$ cat src/rtl/load_store_aligner.sv
// Memory-stage load/store aligner: splits byte-addressed core accesses into
// word-aligned bus beats and right-justifies load bytes for the truncator.
module load_store_aligner #(
  parameter int BIT_COUNT = 32
) (
  input  logic                   clk,
  input  logic                   reset,
  input  logic                   MemReq,
  input  logic                   MemWrite,
  input  logic [1:0]             MemSize,
  input  logic [BIT_COUNT-1:0]   MemAddr,
  input  logic [BIT_COUNT-1:0]   MemWriteData,
  output logic [BIT_COUNT-1:0]   LoadData,
  output logic                   LoadValid,
  output logic                   Stall,
  output logic                   BusReq,
  output logic                   BusWrite,
  output logic [BIT_COUNT-1:0]   BusAddr,
  output logic [BIT_COUNT-1:0]   BusWriteData,
  output logic [BIT_COUNT/8-1:0] BusByteEn,
  input  logic                   BusReady,
  input  logic                   BusReadValid,
  input  logic [BIT_COUNT-1:0]   BusReadData
);
  localparam int LANES = BIT_COUNT / 8;
  localparam int OFFW  = $clog2(LANES);

  typedef enum logic [2:0] {IDLE, REQ1, WAIT1, REQ2, WAIT2, DONE} state_t;

  state_t                   state_q, state_d;
  logic                     write_q, write_d;
  logic                     split_q, split_d;
  logic [OFFW-1:0]          off_q, off_d;
  logic [LANES-1:0]         lmask_q, lmask_d;
  logic [BIT_COUNT-1:0]     addr1_q, addr1_d;
  logic [2*BIT_COUNT-1:0]   wdata2_q, wdata2_d;
  logic [2*LANES-1:0]       strobe2_q, strobe2_d;
  logic [BIT_COUNT-1:0]     rdata1_q, rdata1_d;
  logic [BIT_COUNT-1:0]     rdata2_q, rdata2_d;

  logic [1:0]               size_c;
  logic [OFFW-1:0]          off_c;
  logic [OFFW:0]            nbytes_c;
  logic                     split_c;
  logic [LANES-1:0]         lmask_c;
  logic [BIT_COUNT-1:0]     wmasked_c;
  logic [BIT_COUNT-1:0]     addr2_c;
  logic [BIT_COUNT-1:0]     merged_c;

  // Request decode; doubleword collapses to word on a 32-bit bus
  always_comb begin
    size_c    = (MemSize > 2'(OFFW)) ? 2'(OFFW) : MemSize;
    off_c     = MemAddr[OFFW-1:0];
    nbytes_c  = (OFFW+1)'(1) << size_c;
    split_c   = ({1'b0, off_c} + nbytes_c) > (OFFW+1)'(LANES);
    lmask_c   = '0;
    wmasked_c = '0;
    for (int i = 0; i < LANES; i++) begin
      lmask_c[i]           = (i < int'(nbytes_c));
      wmasked_c[8*i +: 8]  = lmask_c[i] ? MemWriteData[8*i +: 8] : 8'h00;
    end
  end

  // Next state and request/response capture
  always_comb begin
    state_d   = state_q;
    write_d   = write_q;
    split_d   = split_q;
    off_d     = off_q;
    lmask_d   = lmask_q;
    addr1_d   = addr1_q;
    wdata2_d  = wdata2_q;
    strobe2_d = strobe2_q;
    rdata1_d  = rdata1_q;
    rdata2_d  = rdata2_q;
    case (state_q)
      IDLE: begin
        if (MemReq) begin
          state_d   = REQ1;
          write_d   = MemWrite;
          split_d   = split_c;
          off_d     = off_c;
          lmask_d   = lmask_c;
          addr1_d   = {MemAddr[BIT_COUNT-1:OFFW], {OFFW{1'b0}}};
          wdata2_d  = {{BIT_COUNT{1'b0}}, wmasked_c} << {off_c, 3'b000};
          strobe2_d = {{LANES{1'b0}}, lmask_c} << off_c;
          // Non-split loads merge against zero upper data
          rdata2_d  = '0;
        end
      end
      REQ1: begin
        if (BusReady) begin
          if (!write_q)     state_d = WAIT1;
          else if (split_q) state_d = REQ2;
          else              state_d = DONE;
        end
      end
      WAIT1: begin
        if (BusReadValid) begin
          rdata1_d = BusReadData;
          state_d  = split_q ? REQ2 : DONE;
        end
      end
      REQ2: begin
        if (BusReady) state_d = write_q ? DONE : WAIT2;
      end
      WAIT2: begin
        if (BusReadValid) begin
          rdata2_d = BusReadData;
          state_d  = DONE;
        end
      end
      DONE:    state_d = IDLE;
      default: state_d = IDLE;
    endcase
  end

  assign addr2_c  = addr1_q + BIT_COUNT'(LANES);
  assign merged_c = BIT_COUNT'({rdata2_q, rdata1_q} >> {off_q, 3'b000});

  // Outputs are decoded from state so an async reset clears them at once
  always_comb begin
    Stall        = MemReq && (state_q != DONE);
    BusReq       = 1'b0;
    BusWrite     = 1'b0;
    BusAddr      = '0;
    BusWriteData = '0;
    BusByteEn    = '0;
    LoadData     = '0;
    LoadValid    = 1'b0;
    case (state_q)
      REQ1: begin
        BusReq       = 1'b1;
        BusWrite     = write_q;
        BusAddr      = addr1_q;
        BusByteEn    = strobe2_q[LANES-1:0];
        BusWriteData = write_q ? wdata2_q[BIT_COUNT-1:0] : '0;
      end
      REQ2: begin
        BusReq       = 1'b1;
        BusWrite     = write_q;
        BusAddr      = addr2_c;
        BusByteEn    = strobe2_q[2*LANES-1:LANES];
        BusWriteData = write_q ? wdata2_q[2*BIT_COUNT-1:BIT_COUNT] : '0;
      end
      DONE: begin
        LoadValid = 1'b1;
        for (int i = 0; i < LANES; i++) begin
          LoadData[8*i +: 8] = (!write_q && lmask_q[i]) ? merged_c[8*i +: 8] : 8'h00;
        end
      end
      default: ;
    endcase
  end

  always_ff @(posedge clk or posedge reset) begin
    if (reset) state_q <= IDLE;
    else       state_q <= state_d;
  end

  always_ff @(posedge clk) begin
    write_q   <= write_d;
    split_q   <= split_d;
    off_q     <= off_d;
    lmask_q   <= lmask_d;
    addr1_q   <= addr1_d;
    wdata2_q  <= wdata2_d;
    strobe2_q <= strobe2_d;
    rdata1_q  <= rdata1_d;
    rdata2_q  <= rdata2_d;
  end

endmodule
$ cat config.mk
export PLATFORM = sky130hd
export DESIGN_NAME = load_store_aligner
export DESIGN_NICKNAME = d
export VERILOG_FILES = /design/src/rtl/load_store_aligner.sv
export SDC_FILE = /design/constraint.sdc
export NUM_CORES = 1
export LEC_CHECK = 0
export CAP_MARGIN = 5
export CORE_ASPECT_RATIO = 0.6
export CORE_MARGIN = 2
export CORE_UTILIZATION = 55
export CTS_BUF_LIST = sky130_fd_sc_hd__clkbuf_8
export DETAILED_ROUTE_END_ITERATION = 16
export DONT_BUFFER_PORTS = 1
export PLACE_DENSITY = 0.7
export SYNTH_ARGS = -nofsm -noshare
export SYNTH_HDL_FRONTEND = slang
export SYNTH_SLANG_ARGS = --single-unit
$ cat constraint.sdc
create_clock -name clk -period 10.1 [get_ports clk]
set_input_delay 3.03 -clock clk [delete_from_list [all_inputs] [get_ports clk]]
set_output_delay 3.03 -clock clk [all_outputs]
set_load 0.05 [all_outputs]
==> qor.yml <==
track_usage: 0.253
syn_area_um2: 8360
root_buffer: "clkbuf_8"
relSlewSlack: 0.230
post_cts_buffers: 0
vdd_drop_max_uv: 100
fill_cells: 1147
cts_tree: "yes"
rr_worst_depth: 5
netlist_instances: 672
postSynthAreaPerCell_um2: 12.4
synth.largest_area_cell: "edfxtp_1"
synthTopCellsByArea: "edfxtp_1, mux4_2, and3_1"
cts.sinks: 159
hp-start: "split_q$_DFFE_PP_"
drv_slew: 0
fin_setup_tns_ns: 0
via_count: 5743
ant_nets: 0
cts_max_level: 4
antenna_found_initial: 0
start_util: 0.570
critical_path_class: "reg2out"
endpoint_kind: "primary output"
r2r_end: "off_q[0]$_DFFE_PP_"
drc: 0
first_pass_iters: 6
wl_um: 20700
period_share: 0.718
timing_worst_slew_pin_value_ns: 1.12
core_region_area_um2: 14700
status: "completed"
cts_made_buffers: 17
vias_per_cell: 6.67
syn_to_final_growth_pct: 6.45
fp.dieArea_um2: 16200
synth_most_common_cell: "edfxtp_1"
ys_types: 46
post-dp-hpwl_um: 14100
die_w_um: 163
wl_per_cell_um: 24.0
grt_setup_unrepaired: "no"
synth_edf_count: 156
seqPwrFrac: 0.420
synth_common_cells: "edfxtp_1, and3_1, nor2_1"
cts_buffer_depth: 2
postCtsHoldBufs: 0
grt_max_degree: 71
ioPinCount: 208
clkPwrFrac: 0.217
yosys_warnings: 0
detail_route.iter0.violations: 615
overflow: 0
std_cell_rows: 34
p_switching_mw: 0.993
yosysTopAreaCellShare: 0.560
layout.nets: 756
clock.fmax_mhz: 138
grt_pass1_vias: 5496
p_comb_frac: 0.363
clk_latency_ns: 0.43
gp_congestion: 0.876
async_reset_ff_frac: 0.0189
crit_path_start_kind: "register"
drive_above_1_share: 0.144
die_y_um: 99.5
max_cap_viol_count: 0
setup_viol: 0
pwr_density_cell_nw_per_um2: 255
rrSetupSlack_ns: 7.21
layout_min_cycle_time_ns: 7.25
grt_pass1_wl_um: 31300
synth_ff_type: "edfxtp_1"
clk_pin_slew_ns: 0.09
cp.arrival_ns: 4.22
hold_class: "reg2reg"
p_leak_nw: 3.13
cp.required_ns: 7.07
synth_seq_cells: 159
min_to: "state_q[1]$_DFFE_PP0P_"
internal_power_mw: 1.28
switching_share: 0.438
holdPathStages: 3
ys_seq_area_frac: 0.569
rr_startpoint: "state_q[1]$_DFFE_PP0P_"
skew_ns: 0.0111
ctsResizeCount: 0
port_buffers: 0
path_max_fanout: 36
finalHoldViolCount: 0
total_power_mw: 2.27
## worst max-delay path: stages, from the launching register on
cell,delay (ns)
dfrtp_1,0.74
inv_1,0.28
nand2_1,0.08
buf_4,0.27
inv_2,0.36
nand2_1,0.70
nor2_1,0.80
and2_1,0.54
## placed cells by master, fill, tap and decap left out, types with 3 or more instances in the layout
cell type / count
a22oi_1: 9
nand2_1: 37
buf_4: 9
o21ai_0: 32
and4_1: 5
xor2_1: 5
nor2_1: 56
nand3_1: 18
nand2b_1: 4
o31ai_1: 8
inv_8: 4
inv_1: 9
nand4_1: 12
mux4_2: 32
or3_1: 5
o22ai_1: 3
and2_1: 32
o211ai_1: 5
inv_6: 4
xnor2_1: 6
or4_1: 13
mux2_2: 16
edfxtp_1: 156
nor3b_1: 9
nor4_1: 4
and3_1: 69
mux2i_1: 29
clkbuf_8: 17
conb_1: 3
a21oi_1: 21
## routing by layer
layer,track usage,vias to the layer above,routed length [um]
met2,0.373,364,9350
met3,0.0838,32,2410
li1,-,2535,-
met5,0,-,0
met1,0.365,2812,8700
met4,0.0660,0,231
## power by group through the flow
stage / Sequential (mW) / Combinational [mW] / Clock [mW]
floorplan: 0.934 / 0.723 / 0
global placement: 0.958 / 0.807 / 0
detailed placement: 0.966 / 0.823 / 0
CTS: 0.951 / 0.824 / 0.497
global route: 0.967 / 0.867 / 0.524
finish: 0.954 / 0.824 / 0.492
## area by class of cell
cell class / instances / area (um^2) / share of cell area
timing repair buffer: 9 / 67.6 / 0.00759
sequential: 159 / 4760 / 0.535
clock buffer: 17 / 234 / 0.0263
multi-input combinational: 452 / 3380 / 0.380
antenna: 1 / 2.50 / 0.000281
inverter: 10 / 37.5 / 0.00422
clock inverter: 15 / 174 / 0.0195
tap: 198 / 248 / 0.0278
## worst max path at each step
stage,startpoint,endpoint,slack [ns],cells past startpoint
final,state_q[2]$_DFFE_PP0P_,BusWriteData[28],2.85,7
after global routing,state_q[2]$_DFFE_PP0P_,BusWriteData[28],2.54,7
after CTS,state_q[2]$_DFFE_PP0P_,BusWriteData[28],2.87,7
after detailed placement,state_q[2]$_DFFE_PP0P_,BusWriteData[28],3.36,7
after global placement,state_q[2]$_DFFE_PP0P_,BusWriteData[29],3.56,7
after floorplan,MemReq,rdata2_q[0]$_SDFFCE_PN0P_,2.13,3
## kinds of logic after synthesis
kind of cell,after synthesis,synth area share
muxes,77,0.142
and+or+nand+nor,273,0.181
adders and majority gates,3,0.00538
DFF,159,0.569
buffers and inverters,62,0.0299
other,2,0.000898
AOI/OAI and AO/OA,85,0.0603
xor gates and xnor gates,11,0.0115
## flip-flops by register name, indices dropped and copies added (netlist names)
name and count:
wdata2_q 56, split_q 1, state_q 3, lmask_q 3
rdata2_q 24, addr1_q 30, strobe2_q 7, write_q 1
rdata1_q 32, off_q 2
## stage by stage
stage | instances | instance area [um^2] | hold WS, ns | worst slack, ns | util
finish | 861 | 8900 | 0.724 | 2.85 | 0.607
global route | 860 | 8900 | 0.761 | 2.54 | 0.606
CTS | 860 | 8900 | 0.713 | 2.87 | 0.606
detailed placement | 828 | 8490 | 0.708 | 3.36 | 0.579
global placement | 828 | 8490 | 0.693 | 3.56 | 0.579
floorplan | 673 | 8370 | 0.644 | 2.13 | -
(Power assumes the default switching activity.)
